**config.mk**
```make
export PLATFORM = sky130hd
export DESIGN_NAME = ysyx_22051013_idu_pipe
export DESIGN_NICKNAME = d
export VERILOG_FILES = /design/src/rtl/ysyx_22051013_idu_pipe.sv
export SDC_FILE = /design/constraint.sdc
export NUM_CORES = 1
export LEC_CHECK = 0
export CORE_MARGIN = 2
export CORE_UTILIZATION = 25
export CTS_CLUSTER_SIZE = 14
export DETAILED_ROUTE_END_ITERATION = 10
export GPL_TIMING_DRIVEN = 1
export PLACE_DENSITY_LB_ADDON = 0.25
export SYNTH_ARGS = -nofsm -noshare
export SYNTH_HDL_FRONTEND = slang
export SYNTH_SLANG_ARGS = --single-unit
```
**constraint.sdc**
```tcl
create_clock -name clk -period 1.9 [get_ports clk]
set_input_delay 0.19 -clock clk [delete_from_list [all_inputs] [get_ports clk]]
set_output_delay 0.19 -clock clk [all_outputs]
set_load 0.05 [all_outputs]
```
**src/rtl/ysyx_22051013_idu_pipe.sv**
```systemverilog
// Registered RV32/RV64 decode stage: valid/ready on both sides, output register plus
// one-entry skid buffer, sticky halt on ebreak, and pipeline flush.
`default_nettype none

module ysyx_22051013_idu_pipe #(
   parameter int XLEN = 64,
   parameter int RV_M = 1,
   parameter int PC_W = 64
) (
   input  logic            clk,
   input  logic            rst,
   input  logic            flush,
   input  logic            in_valid,
   output logic            in_ready,
   input  logic [PC_W-1:0] in_pc,
   input  logic [31:0]     in_inst,
   output logic            out_valid,
   input  logic            out_ready,
   output logic [PC_W-1:0] out_pc,
   output logic [4:0]      rs1_addr,
   output logic [4:0]      rs2_addr,
   output logic [4:0]      rd_addr,
   output logic            rs1_ena,
   output logic            rs2_ena,
   output logic            rd_ena,
   output logic [XLEN-1:0] imm,
   output logic            imm_ena,
   output logic [3:0]      alu_op,
   output logic            alu_word,
   output logic            alu_mul,
   output logic [3:0]      mem_ctl,
   output logic [1:0]      wb_ctl,
   output logic            branch,
   output logic            jump,
   output logic            is_ebreak,
   output logic            illegal,
   output logic            halted
);

   localparam logic [4:0]  OPC_LOAD   = 5'b00000;
   localparam logic [4:0]  OPC_OPIMM  = 5'b00100;
   localparam logic [4:0]  OPC_AUIPC  = 5'b00101;
   localparam logic [4:0]  OPC_OPIMM32= 5'b00110;
   localparam logic [4:0]  OPC_STORE  = 5'b01000;
   localparam logic [4:0]  OPC_OP     = 5'b01100;
   localparam logic [4:0]  OPC_LUI    = 5'b01101;
   localparam logic [4:0]  OPC_OP32   = 5'b01110;
   localparam logic [4:0]  OPC_BRANCH = 5'b11000;
   localparam logic [4:0]  OPC_JALR   = 5'b11001;
   localparam logic [4:0]  OPC_JAL    = 5'b11011;
   localparam logic [4:0]  OPC_SYSTEM = 5'b11100;
   localparam logic [31:0] EBREAK     = 32'h0010_0073;
   localparam bit          RV32       = (XLEN == 32);
   localparam bit          HAS_M      = (RV_M != 0);

   typedef struct packed {
      logic [PC_W-1:0] pc;
      logic [4:0]      rs1;
      logic [4:0]      rs2;
      logic [4:0]      rd;
      logic            rs1_ena;
      logic            rs2_ena;
      logic            rd_ena;
      logic [XLEN-1:0] imm;
      logic            imm_ena;
      logic [3:0]      alu_op;
      logic            alu_word;
      logic            alu_mul;
      logic [3:0]      mem_ctl;
      logic [1:0]      wb_ctl;
      logic            branch;
      logic            jump;
      logic            is_ebreak;
      logic            illegal;
   } bundle_t;

   // ---------------- decode ----------------
   bundle_t     dec;
   logic [4:0]  opc;
   logic [2:0]  f3;
   logic [6:0]  f7;
   logic        std;
   logic        is_load, is_opimm, is_auipc, is_opimm32, is_store, is_op;
   logic        is_lui, is_op32, is_branch, is_jalr, is_jal, is_sys;
   logic        known, is_m, bad;
   logic [63:0] imm64;
   logic [3:0]  ld_code, st_code;
   logic        ld_bad, st_bad;

   always_comb begin
      opc        = in_inst[6:2];
      f3         = in_inst[14:12];
      f7         = in_inst[31:25];
      std        = (in_inst[1:0] == 2'b11);
      is_load    = std && opc == OPC_LOAD;
      is_opimm   = std && opc == OPC_OPIMM;
      is_auipc   = std && opc == OPC_AUIPC;
      is_opimm32 = std && opc == OPC_OPIMM32;
      is_store   = std && opc == OPC_STORE;
      is_op      = std && opc == OPC_OP;
      is_lui     = std && opc == OPC_LUI;
      is_op32    = std && opc == OPC_OP32;
      is_branch  = std && opc == OPC_BRANCH;
      is_jalr    = std && opc == OPC_JALR;
      is_jal     = std && opc == OPC_JAL;
      is_sys     = std && opc == OPC_SYSTEM;
      known      = is_load | is_opimm | is_auipc | is_opimm32 | is_store | is_op |
                   is_lui | is_op32 | is_branch | is_jalr | is_jal | is_sys;
      is_m       = (is_op | is_op32) && f7 == 7'b0000001;

      ld_code = 4'b0000;
      ld_bad  = 1'b0;
      case (f3)
         3'd0: ld_code = 4'b1001;
         3'd1: ld_code = 4'b1010;
         3'd2: ld_code = 4'b1011;
         3'd3: begin ld_code = 4'b1100; ld_bad = RV32; end
         3'd4: ld_code = 4'b1101;
         3'd5: ld_code = 4'b1110;
         3'd6: begin ld_code = 4'b1111; ld_bad = RV32; end
         default: ld_bad = 1'b1;
      endcase

      st_code = 4'b0000;
      st_bad  = 1'b0;
      case (f3)
         3'd0: st_code = 4'b0001;
         3'd1: st_code = 4'b0010;
         3'd2: st_code = 4'b0100;
         3'd3: begin st_code = 4'b0101; st_bad = RV32; end
         default: st_bad = 1'b1;
      endcase

      bad = !known
         || (is_load && ld_bad)
         || (is_store && st_bad)
         || (is_branch && (f3 == 3'd2 || f3 == 3'd3))
         || (RV32 && (is_op32 || is_opimm32))
         || (RV32 && is_opimm && (f3 == 3'd1 || f3 == 3'd5) && in_inst[25])
         || (!HAS_M && is_m)
         || (is_sys && in_inst != EBREAK);

      imm64 = '0;
      if (is_load || is_opimm || is_opimm32 || is_jalr || is_sys)
         imm64 = {{52{in_inst[31]}}, in_inst[31:20]};
      else if (is_store)
         imm64 = {{52{in_inst[31]}}, in_inst[31:25], in_inst[11:7]};
      else if (is_branch)
         imm64 = {{51{in_inst[31]}}, in_inst[31], in_inst[7], in_inst[30:25], in_inst[11:8], 1'b0};
      else if (is_lui || is_auipc)
         imm64 = {{32{in_inst[31]}}, in_inst[31:12], 12'b0};
      else if (is_jal)
         imm64 = {{43{in_inst[31]}}, in_inst[31], in_inst[19:12], in_inst[20], in_inst[30:21], 1'b0};

      dec           = '0;
      dec.pc        = in_pc;
      dec.rs1       = in_inst[19:15];
      dec.rs2       = in_inst[24:20];
      dec.rd        = in_inst[11:7];
      dec.rs1_ena   = known && !(is_lui || is_auipc || is_jal || is_sys);
      dec.rs2_ena   = is_op || is_op32 || is_branch || is_store;
      dec.imm       = imm64[XLEN-1:0];
      dec.imm_ena   = is_load || is_store || is_opimm || is_opimm32 || is_lui || is_auipc || is_jalr;
      dec.alu_word  = is_op32 || is_opimm32;
      dec.alu_mul   = is_m && HAS_M;
      dec.is_ebreak = (in_inst == EBREAK);
      dec.illegal   = bad;

      // Address-generating and link-writing classes all use a plain add.
      if (is_load || is_store || is_lui || is_auipc || is_jal || is_jalr)
         dec.alu_op = 4'b0000;
      else if (is_op || is_op32 || ((is_opimm || is_opimm32) && f3 == 3'd5))
         dec.alu_op = {in_inst[30], f3};
      else
         dec.alu_op = {1'b0, f3};

      if (!bad) begin
         dec.rd_ena  = (is_load || is_opimm || is_opimm32 || is_op || is_op32 ||
                        is_lui || is_auipc || is_jal || is_jalr) && in_inst[11:7] != 5'd0;
         dec.mem_ctl = is_load ? ld_code : (is_store ? st_code : 4'b0000);
         if (is_load)
            dec.wb_ctl = 2'b01;
         else if (is_op || is_op32 || is_opimm || is_opimm32 || is_lui || is_auipc || is_jal || is_jalr)
            dec.wb_ctl = 2'b10;
         dec.branch  = is_branch;
         dec.jump    = is_jal || is_jalr;
      end
   end

   // ---------------- output register + skid buffer ----------------
   bundle_t o_q, s_q;
   logic    o_valid, s_valid, halted_q, ready_q;
   logic    o_valid_n, s_valid_n, halted_n;
   logic    load_o_from_s, load_o_from_in, load_s;
   logic    accept, drain;

   always_comb begin
      accept         = in_valid && ready_q && !flush;
      drain          = o_valid && out_ready;
      o_valid_n      = o_valid;
      s_valid_n      = s_valid;
      halted_n       = halted_q;
      load_o_from_s  = 1'b0;
      load_o_from_in = 1'b0;
      load_s         = 1'b0;
      if (flush) begin
         o_valid_n = 1'b0;
         s_valid_n = 1'b0;
         halted_n  = 1'b0;
      end else begin
         if (drain && o_q.is_ebreak)
            halted_n = 1'b1;
         // ready_q implies S is empty, so an accept never collides with an S->O move.
         if (!o_valid || out_ready) begin
            if (s_valid) begin
               load_o_from_s = 1'b1;
               o_valid_n     = 1'b1;
               s_valid_n     = 1'b0;
            end else if (accept) begin
               load_o_from_in = 1'b1;
               o_valid_n      = 1'b1;
            end else begin
               o_valid_n = 1'b0;
            end
         end else if (accept) begin
            load_s    = 1'b1;
            s_valid_n = 1'b1;
         end
      end
   end

   always_ff @(posedge clk or negedge rst) begin
      if (!rst) begin
         o_q      <= '0;
         s_q      <= '0;
         o_valid  <= 1'b0;
         s_valid  <= 1'b0;
         halted_q <= 1'b0;
         ready_q  <= 1'b1;
      end else begin
         o_valid  <= o_valid_n;
         s_valid  <= s_valid_n;
         halted_q <= halted_n;
         ready_q  <= !s_valid_n && !halted_n;
         if (load_o_from_s)
            o_q <= s_q;
         else if (load_o_from_in)
            o_q <= dec;
         if (load_s)
            s_q <= dec;
      end
   end

   assign in_ready  = ready_q;
   assign out_valid = o_valid;
   assign halted    = halted_q;
   assign out_pc    = o_q.pc;
   assign rs1_addr  = o_q.rs1;
   assign rs2_addr  = o_q.rs2;
   assign rd_addr   = o_q.rd;
   assign rs1_ena   = o_q.rs1_ena;
   assign rs2_ena   = o_q.rs2_ena;
   assign rd_ena    = o_q.rd_ena;
   assign imm       = o_q.imm;
   assign imm_ena   = o_q.imm_ena;
   assign alu_op    = o_q.alu_op;
   assign alu_word  = o_q.alu_word;
   assign alu_mul   = o_q.alu_mul;
   assign mem_ctl   = o_q.mem_ctl;
   assign wb_ctl    = o_q.wb_ctl;
   assign branch    = o_q.branch;
   assign jump      = o_q.jump;
   assign is_ebreak = o_q.is_ebreak;
   assign illegal   = o_q.illegal;

endmodule

`default_nettype wire

```
== After elaboration in Yosys (flattened, before gate mapping) ==
Index checks and enable logic that the tools add are counted.
Widths: inputs -> output; s select.

* Eq/ne operators: 21
* Muxes and demuxes: 36
* Bitwise operators: 12
* Reduce and logical (&&, ||, !) cells: 80

{| class="wikitable"
|+ Operators by type and width
! kind !! number
|-
| $mux 163 || 2
|-
| $mux 64 || 5
|-
| $logic_or 1x1->1 || 42
|-
| $eq 32x21->1 const B || 1
|-
| $ne 32x21->1 const B || 1
|-
| $pmux 4 s7 || 1
|-
| $logic_and 1x1->1 || 25
|-
| $eq 5x4->1 const B || 4
|-
| $eq 5x5->1 const B || 4
|-
| $mux 1 || 20
|-
| $mux 4 || 4
|-
| $eq 5x3->1 const B || 3
|-
| $or 1x1->1 || 12
|-
| $pmux 3 s4 || 1
|-
| $eq 3x3->1 const B || 3
|-
| $mux 8 || 1
|-
| $eq 7x1->1 const B || 1
|-
| $reduce_or 7->1 || 1
|-
| $eq 3x2->1 const B || 2
|-
| $logic_not 1->1 || 6
|-
| $logic_not 5->1 || 1
|-
| $reduce_bool 5->1 || 1
|-
| $mux 2 || 2
|-
| $reduce_bool 2->1 || 2
|-
| 4 further kinds || 4
|}

* Register bits: 330
* Bits of input ports: 101
* Output and inout bits: 166

== Logic depth before layout (Yosys ltp) ==
Gate-level depths: netlist (run 1).

* Word-level depth: 21
* Depth in mapped cells: 7
* Mapped depth without buffers: 5

== Worst setup path before layout (run 1) ==
No wires, ideal clock.

* Path type: reg2reg
* Start point: register ready_q, in the netlist in_ready
* End point: register o_q (netlist bit imm[4])
* Library setup time: 134 ps
* Data arrival time: 1856 ps
* Data required time: 1766 ps
* Setup slack: -90 ps
* Stages on the path, launching flop included: 7
* Buffers on the path: 2
* Clock period less this slack: 1990 ps
* Cells stage by stage: dfstp_2 -> a21oi_1 -> or3_1 -> clkbuf_1 -> nor2_2 -> buf_2 -> a211oi_1

* Cells in the longest elaborated chain, start to end: 7

{| class="wikitable"
|+ Ends and longest elaborated chain
! what !! RTL line !! source
|-
| from (decl) || 192 || <nowiki>logic o_valid, s_valid, halted_q, ready_q;</nowiki>
|-
| from (signal assigned) || 244 || <nowiki>ready_q <= !s_valid_n && !halted_n;</nowiki>
|-
| $logic_and 1x1->1 (2 in series) || 198 || <nowiki>accept = in_valid && ready_q && !flush;</nowiki>
|-
| $mux 1 || 219 || <nowiki>end else if (accept) begin</nowiki>
|-
| $mux 1 || 215 || <nowiki>if (s_valid) begin</nowiki>
|-
| $mux 1 || 214 || <nowiki>if (!o_valid || out_ready) begin</nowiki>
|-
| $mux 1 || 206 || <nowiki>if (flush) begin</nowiki>
|-
| $reduce_bool 2->1 (no source line) || -- ||
|-
| to (signal assigned) || 246 || <nowiki>o_q <= s_q;</nowiki>
|-
| to (decl) || 191 || <nowiki>bundle_t o_q, s_q;</nowiki>
|}

Every way passes these cells.
A chain may end at the register's enable or synchronous reset.

== Worst setup path in the final report (run 1) ==
* Start point: register o_q (netlist bit out_pc[60])
* End point: output port out_pc[60]

{| class="wikitable"
|+ RTL lines
! what !! RTL line !! source
|-
| to (decl) || 19 || <nowiki>output logic [PC_W-1:0] out_pc,</nowiki>
|}

No word-level cell between the ends.

==> results.ini, run 1 <==
[grt]
antenna_found_initial=1
gr-total-overflow=0
grt_pass1_wl_mm=63.1
grtUsageTotal_pct=16.1
grt_max_degree=59
grt_pass1_vias=10700

[placement]
place.gp.congestion=0.829
io_buffers=266
dp_hpwl_mm=27.6
dpl-instance-area_mm2=0.0162

[cells_and_area]
syn2layout_area_growth_pct=44.9
drive_gt1_share_pct=16.4
fin_area_mm2=0.0173
layout_common_cells=487 x nand2_1, 264 x dfrtp_1, 141 x nor2_1
diodes=0
nFillCells=4790
finalNetCount=1782
utilization_pct=36.9
mostFrequentLayoutCell=nand2_1

[setup_path]
cp.depth=1
start_kind=flop
critPathSlowestCell=clkdlybuf4s50_1
slowest_delay_ns=0.80
timing.rr.start=in_ready
critPathBufInv=1
reg2reg_setup_slack_ns=0.08
required_ns=1.71
crit_type=flop to primary output
crit_family=buffers and inverters
r2r-end=imm[4]
worstPathMaxFanout=2
r2r_cells=7
cp.arrival_ns=1.66
crit_chain=clkdlybuf4s50_1
critPathCaptureType=primary output

[floorplanning]
ios=267
initial_core_util_pct=25.5
rows=79
die_x_um=222
dieHeight_um=222
core_mm2=0.0468
die_area_mm2=0.0494

[timing]
finalCritPeriodShare_pct=97.5
hold-worst-slack_ns=0.195
setup_tns_ns=0
setup_viol=0
drv_slew=0
fmax_mhz=540
slew_headroom_pct=58.7
skew_ns=0.0157
finalCriticalPeriod_ns=1.85
hold_viol_final=0
rsz0062_at_grt=yes
worstMarginPinSlew_ns=0.620

[power_and_ir_drop]
finalPower_w=0.0188
p_per_area_mw_per_mm2=1090
p_clk_share_pct=34.5
power.switching_w=0.00643
vdd_drop_max_mv=0.639
power.share.sequential_pct=38.0
leakage_nw=7.87
power.internal_w=0.0124
netSwitchingFraction_pct=34.2
combinationalPowerShare_pct=27.6

[route]
met2WireLength_mm=17.8
ant_nets=0
avgViaCountPerCell=4.64
drtIter0Drc=672
drt_drc_violations_left=0
routed_wl_mm=39.7
met1Wirelength_mm=18.5
route.vias.total=10700
post_drt_wl_per_cell_um=17.2
dr_wl_met3_mm=2.45
first_pass_iters=7
maxUsedRoutingLayer=met5

[yosys]
ys_seq_elements=266
ys_async_sr_fraction_pct=100
yosysWarnings=0
syn-cell-area_mm2=0.0119
synth_area_per_cell_um2=8.63
syn_nets=1482
yosysSeqAreaShare_pct=55.9
ys.flop_type=dfrtp_1
synthCells=1381
synth_cell_types=63
synth_edf_count=0

[outcome]
status=finished clean

[clock_network]
clk_latency_ns=0.53
tritoncts=yes
clock_path_buffers=3
clock-sinks=266
numCtsBuffers=34
root_buffer=clkbuf_16
clk_pin_slew_ns=0.06
htree_levels=2

[min_path]
min_path_type=input pin to async pin

[job]
maxCapViolCount=0

==> layer usage <==
layer  vias up  GRT usage (%)
li1       5163              -
met1      5191           22.2
met2       306           25.0
met3        59           3.68
met4         2           5.01
met5         -              0
==> power by group through the flow <==
stage,registers (W),logic [W],clock network [W]
floorplan,0.00865,0.00176,0
global route,0.00728,0.00553,0.00694
global placement,0.00723,0.00542,0
CTS,0.00716,0.00525,0.00672
detailed placement,0.00726,0.00546,0
finish,0.00714,0.00519,0.00649
==> through the flow <==
stage / worst slack [ns] / std cells
detailed placement: -0.377 / 2251
floorplan: 0.0141 / 1381
CTS: 0.00108 / 2312
global route: -0.0290 / 2312
global placement: -0.406 / 2251
finish: 0.0471 / 2312
==> cell usage after synthesis, types with 3 or more instances <==
library cell | n | area share (%)
nor2b_1 | 6 | 0.32
a21oi_1 | 51 | 2.1
nor3_1 | 29 | 1.2
dfrtp_1 | 265 | 56
a21o_1 | 9 | 0.57
o21ai_0 | 63 | 2.6
buf_2 | 21 | 0.88
a211oi_1 | 18 | 1.1
o21ai_1 | 7 | 0.29
nand2_1 | 488 | 15
a22oi_1 | 5 | 0.32
inv_1 | 4 | 0.13
or3_1 | 5 | 0.26
buf_4 | 35 | 2.2
nor4_1 | 7 | 0.37
nand3_1 | 6 | 0.25
nand4_1 | 3 | 0.16
buf_1 | 6 | 0.19
a211oi_2 | 5 | 0.53
o22ai_1 | 7 | 0.37
nor2_1 | 142 | 4.5
mux2_2 | 3 | 0.28
clkbuf_1 | 65 | 2.0
a31oi_1 | 82 | 4.3
==> registers in the layout, summed over array words and instances (netlist names), 2 cells and up <==
signal,count
s_q,131
out_pc,64
imm,32
rd_addr,5
rs1_addr,5
rs2_addr,5
alu_op,4
mem_ctl,4
wb_ctl,2
==> cell families (layout without fill, tap and decap cells) <==
group                    after synthesis  count (layout)  share of synthesized area [%]
buffers and inverters                134             458                           5.67
flip-flops                           266             266                           55.9
multiplexers                           4               4                          0.368
XOR/XNOR                               2               2                          0.147
adder cells (fa/ha/maj)                1               1                         0.0840
AND/OR/NAND/NOR                      706             706                           23.9
AO/OA/AOI/OAI                        268             268                           13.9
==> worst max path at each step <==
stage	slack (ns)	from	to
floorplan	0.01	in_ready	imm[21]
CTS	0.001	out_pc[44]	out_pc[44]
finish	0.05	out_pc[60]	out_pc[60]
detailed placement	-0.38	in_inst[24]	is_ebreak
global placement	-0.41	in_inst[24]	is_ebreak
global route	-0.03	in_ready	imm[4]
==> final cells by class <==
class	count	area [um2]	area share, %
clock buffers	47	961	5.57
clock inverters	13	149	0.863
inverters	5	18.8	0.109
multi-input cells	981	4660	27.0
flip-flops and latches	266	6660	38.6
well taps	607	759	4.40
repair buffers	393	4050	23.5
==> repair_timing <==
item / in CTS / in global routing
buffers inserted: 0 / 0
hold endpoints to repair: 48 / 0
resized for setup: 97 / 7
setup endpoints to repair: 97 / 21
pin swaps: 0 / 0
hold buffers: 1 / 0
Power figures use the tool's default switching activity.
==> run 2, diff against run 1 <==
- clock period: 1.9 -> 2.1 ns (I/O delays scaled with it)
==> results.ini, run 2 (synthesis gave the netlist of run 1 again) <==
[outcome]
status=finished clean

[placement]
dp_hpwl_mm=27.6
dpl-instance-area_mm2=0.0161
io_buffers=266
place.gp.congestion=0.842

[timing]
rsz0062_at_grt=no
worstMarginPinSlew_ns=0.675
finalCriticalPeriod_ns=2.04
setup_viol=0
hold_viol_final=0
finalCritPeriodShare_pct=97.2
setup_tns_ns=0
skew_ns=0.0124
fmax_mhz=490
drv_slew=0
slew_headroom_pct=54.7

[route]
route.vias.total=10500
post_drt_wl_per_cell_um=17.4
ant_nets=0
first_pass_iters=5
drt_drc_violations_left=0
drtIter0Drc=786
routed_wl_mm=39.7
avgViaCountPerCell=4.62

[grt]
grt_pass1_vias=10400
gr-total-overflow=0
grt_max_degree=70
antenna_found_initial=0
grt_pass1_wl_mm=62.8
grtUsageTotal_pct=16.0

[setup_path]
slowest_delay_ns=0.84
required_ns=1.89
crit_type=flop to primary output
critPathSlowestCell=clkdlybuf4s50_1
reg2reg_setup_slack_ns=0.19
start_kind=flop
r2r_cells=5
cp.arrival_ns=1.83
crit_chain=clkdlybuf4s50_1
timing.rr.start=in_ready
worstPathMaxFanout=2
r2r-end=imm[3]
critPathCaptureType=primary output
critPathBufInv=1
crit_family=buffers and inverters

[cells_and_area]
diodes=0
largest-register=s_q
drive_gt1_share_pct=13.4
layout_common_cells=487 x nand2_1, 265 x dfrtp_1, 219 x clkdlybuf4s50_1
largest_reg_flops=131
utilization_pct=36.5
syn2layout_area_growth_pct=43.4
finalNetCount=1756
nFillCells=4809
fin_area_mm2=0.0171
mostFrequentLayoutCell=nand2_1

[floorplanning]
rows=79
initial_core_util_pct=25.5
dieHeight_um=222
core_mm2=0.0468
die_area_mm2=0.0494
die_x_um=222
ios=267

[power_and_ir_drop]
p_per_area_mw_per_mm2=964
vdd_drop_max_mv=0.493
leakage_nw=7.52

[job]
maxCapViolCount=0

[clock_network]
clock_path_buffers=3
clock-sinks=266
clk_pin_slew_ns=0.06
htree_levels=1
clk_latency_ns=0.57
root_buffer=clkbuf_16
post_cts_buffers=0
tritoncts=yes
numCtsBuffers=30

[min_path]
min_path_type=input pin to async pin

==> run 2: cell count changes in the layout (fill, tap and decap cells not counted), moves of 3 or more <==
cell	previous run	this run
dlymetal6s2s_1	5	1
buf_4	133	90
nor3_1	22	27
buf_12	55	58
nor3_2	8	3
clkbuf_16	35	31
bufinv_16	3	0
dlygate4sd2_1	97	1
clkbuf_8	4	9
clkinv_2	7	3
clkdlybuf4s50_1	101	219
==> run 2: area by class of cell <==
type                       instances  area [um2]  area share, %
sequential                       266        6660           39.0
multi-input combinational        981        4620           27.0
clock buffer                      47         926           5.42
inverter                           5        18.8          0.110
tap                              607         759           4.45
clock inverter                     5        30.0          0.176
timing repair buffer             371        4080           23.9
==> run 2: repair_timing <==
item | 4_1_cts | 5_1_grt
hold buffers | 1 | 0
hold endpoints to repair | 54 | 0
pin swaps | 0 | 0
endpoints found under the setup margin | 1 | 1
resized for setup | 1 | 1
==> run 2: stage by stage <==
step | setup slack [ns] | std cells | hold WS (ns) | power, W
floorplan | 0.110 | 1381 | -0.0856 | 0.00941
global placement | -0.256 | 2229 | 0.216 | 0.0114
detailed placement | -0.231 | 2229 | 0.214 | 0.0115
CTS | 0.0190 | 2282 | 0.162 | 0.0167
global route | 0.0193 | 2282 | 0.187 | 0.0173
finish | 0.0591 | 2282 | 0.188 | 0.0165
==> run 2: report_power, final <==
part	total [W]	internal, W	switching, W
Sequential	0.00647	0.00600	0.000474
Combinational	0.00489	0.00183	0.00306
Clock	0.00511	0.00299	0.00212
==> run 2: worst register-to-register path: stages (launching register included) <==
cell	delay, ns
dfstp_2	0.55
a21oi_1	0.07
or3_2	0.55
buf_4	0.29
nor3_1	0.26
a211oi_2	0.05
==> run 2: how the worst max path moves through the flow <==
stage / endpoint / from / depth (start not counted) / slack, ns
after global routing: alu_word / alu_word / 1 / 0.02
after global placement: is_ebreak / in_inst[14] / 7 / -0.26
after detailed placement: is_ebreak / in_inst[14] / 7 / -0.23
after CTS: imm[4] / imm[4] / 1 / 0.02
final: alu_word / alu_word / 1 / 0.06
after floorplan: imm[4] / in_ready / 6 / 0.11
==> run 2: metal layers <==
metal  track usage [%]  routed length [um]  vias up
li1                  -                   -     5128
met4              3.49                 837        0
met2              25.5               18200      231
met5                 0                   0        -
met3              2.87                1930       40
met1              22.5               18700     5145
==> run 3, diff against run 2 <==
- CORE_UTILIZATION: 25 -> 41
- REMOVE_ABC_BUFFERS: unset -> 1
==> results.ini, run 3 (synthesis gave the netlist of run 1 again) <==
[timing]
finalCriticalPeriod_ns=2.02
finalCritPeriodShare_pct=96.2
drv_slew=0
hold_viol_final=0
rsz0062_at_grt=no
setup_viol=0
skew_ns=0.0201
worstMarginPinSlew_ns=0.607
slew_headroom_pct=59.4
fmax_mhz=495

[setup_path]
timing.rr.start=in_ready
reg2reg_setup_slack_ns=0.24
r2r-end=imm[62]
r2r_cells=5
crit_type=flop to primary output
required_ns=1.89
slowest_delay_ns=0.84
crit_chain=clkdlybuf4s50_1
start_kind=flop
cp.arrival_ns=1.81
worstPathMaxFanout=2
critPathBufInv=1
critPathSlowestCell=clkdlybuf4s50_1
crit_family=buffers and inverters
critPathCaptureType=primary output

[route]
routed_wl_mm=34.5
ant_nets=0
route.vias.total=10600
drt_drc_violations_left=0
avgViaCountPerCell=5.18
post_drt_wl_per_cell_um=16.9
first_pass_iters=7
drtIter0Drc=894

[grt]
gr-total-overflow=0
grt_max_degree=75
grt_pass1_vias=10500
grt_pass1_wl_mm=56.2
grtUsageTotal_pct=22.7
antenna_found_initial=0

[placement]
place.gp.congestion=0.863
io_buffers=266
dpl-instance-area_mm2=0.0157
dp_hpwl_mm=23.4

[cells_and_area]
layout_common_cells=487 x nand2_1, 265 x dfrtp_1, 231 x clkdlybuf4s50_1
largest_reg_flops=131
utilization_pct=58.0
mostFrequentLayoutCell=nand2_1
drive_gt1_share_pct=11.7
syn2layout_area_growth_pct=39.3
largest-register=s_q
finalNetCount=1744
diodes=0
fin_area_mm2=0.0166

[min_path]
min_path_type=input pin to async pin

[clock_network]
clk_pin_slew_ns=0.07
tritoncts=yes
post_cts_buffers=0
htree_levels=1
clk_latency_ns=0.55
clock_path_buffers=3
root_buffer=clkbuf_16
numCtsBuffers=29
clock-sinks=266

[floorplanning]
die_area_mm2=0.0304
die_x_um=174
initial_core_util_pct=41.6
core_mm2=0.0286
rows=62
ios=267
dieHeight_um=174

[power_and_ir_drop]
leakage_nw=7.37
p_per_area_mw_per_mm2=965
vdd_drop_max_mv=0.565

[job]
maxCapViolCount=0

[outcome]
status=finished clean

[run 3: changes by cell type in the layout (fill, tap and decap cells not counted), sizes merged]
cell	delta
buf	-22
clkdlybuf4s50	+12
clkbuf	-2
clkinvlp	-2
dlymetal6s2s	-1
[run 3: metal layers]
| metal | routed length (um) | share of wire (%) | track usage, % | up-vias |
|---|---|---|---|---|
| li1 | - | - | - | 5075 |
| met1 | 15100 | 44 | 31.9 | 5094 |
| met2 | 15900 | 46 | 36.2 | 370 |
| met3 | 2660 | 7.7 | 4.40 | 52 |
| met4 | 813 | 2.4 | 5.74 | 0 |
| met5 | 0 | 0 | 0 | - |
[run 3: area by class of cell]
| type | instances | area [um2] |
|---|---|---|
| Fill cell | 2478 | 12000 |
| Sequential cell | 266 | 6660 |
| Multi-Input combinational cell | 981 | 4620 |
| Timing Repair Buffer | 360 | 3970 |
| Clock buffer | 45 | 836 |
| Tap cell | 384 | 480 |
| Clock inverter | 3 | 18.8 |
| Inverter | 5 | 18.8 |
[run 3: power by group]
part           total (W)  internal [W]  switching, W  leakage [nW]
Clock            0.00471       0.00270       0.00201         0.418
Sequential       0.00647       0.00600      0.000473          3.26
Combinational    0.00483       0.00182       0.00301          3.69
Total             0.0160        0.0105       0.00549          7.37
[run 3: per-stage QoR]
stage	setup slack (ns)	total power (W)	TNS (ns)	hold WS, ns	instances
2_1_floorplan	-9.58	0.00907	-1932.14	-0.0856	1252
3_3_place_gp	-0.149	0.0113	-2.08	0.122	1995
3_5_place_dp	-0.179	0.0114	-3.28	0.124	1995
4_1_cts	0.0724	0.0162	0	0.151	2044
5_1_grt	0.0525	0.0168	0	0.182	2044
6_report	0.0797	0.0160	0	0.155	2044
[run 3: worst max path at each step]
stage / from / end / slack, ns / depth (start not counted)
detailed placement: in_inst[29] / is_ebreak / -0.18 / 8
global route: imm[30] / imm[30] / 0.05 / 1
global placement: in_inst[29] / is_ebreak / -0.15 / 8
floorplan: in_ready / imm[12] / -9.58 / 5
CTS: imm[24] / imm[24] / 0.07 / 1
finish: imm[30] / imm[30] / 0.08 / 1
[run 3: repair_timing]
item                                    in CTS  in global routing
endpoints found under the setup margin       1                  0
gates resized for setup                      1                  0
hold endpoints to repair                   265                  0
hold buffers                                 1                  0
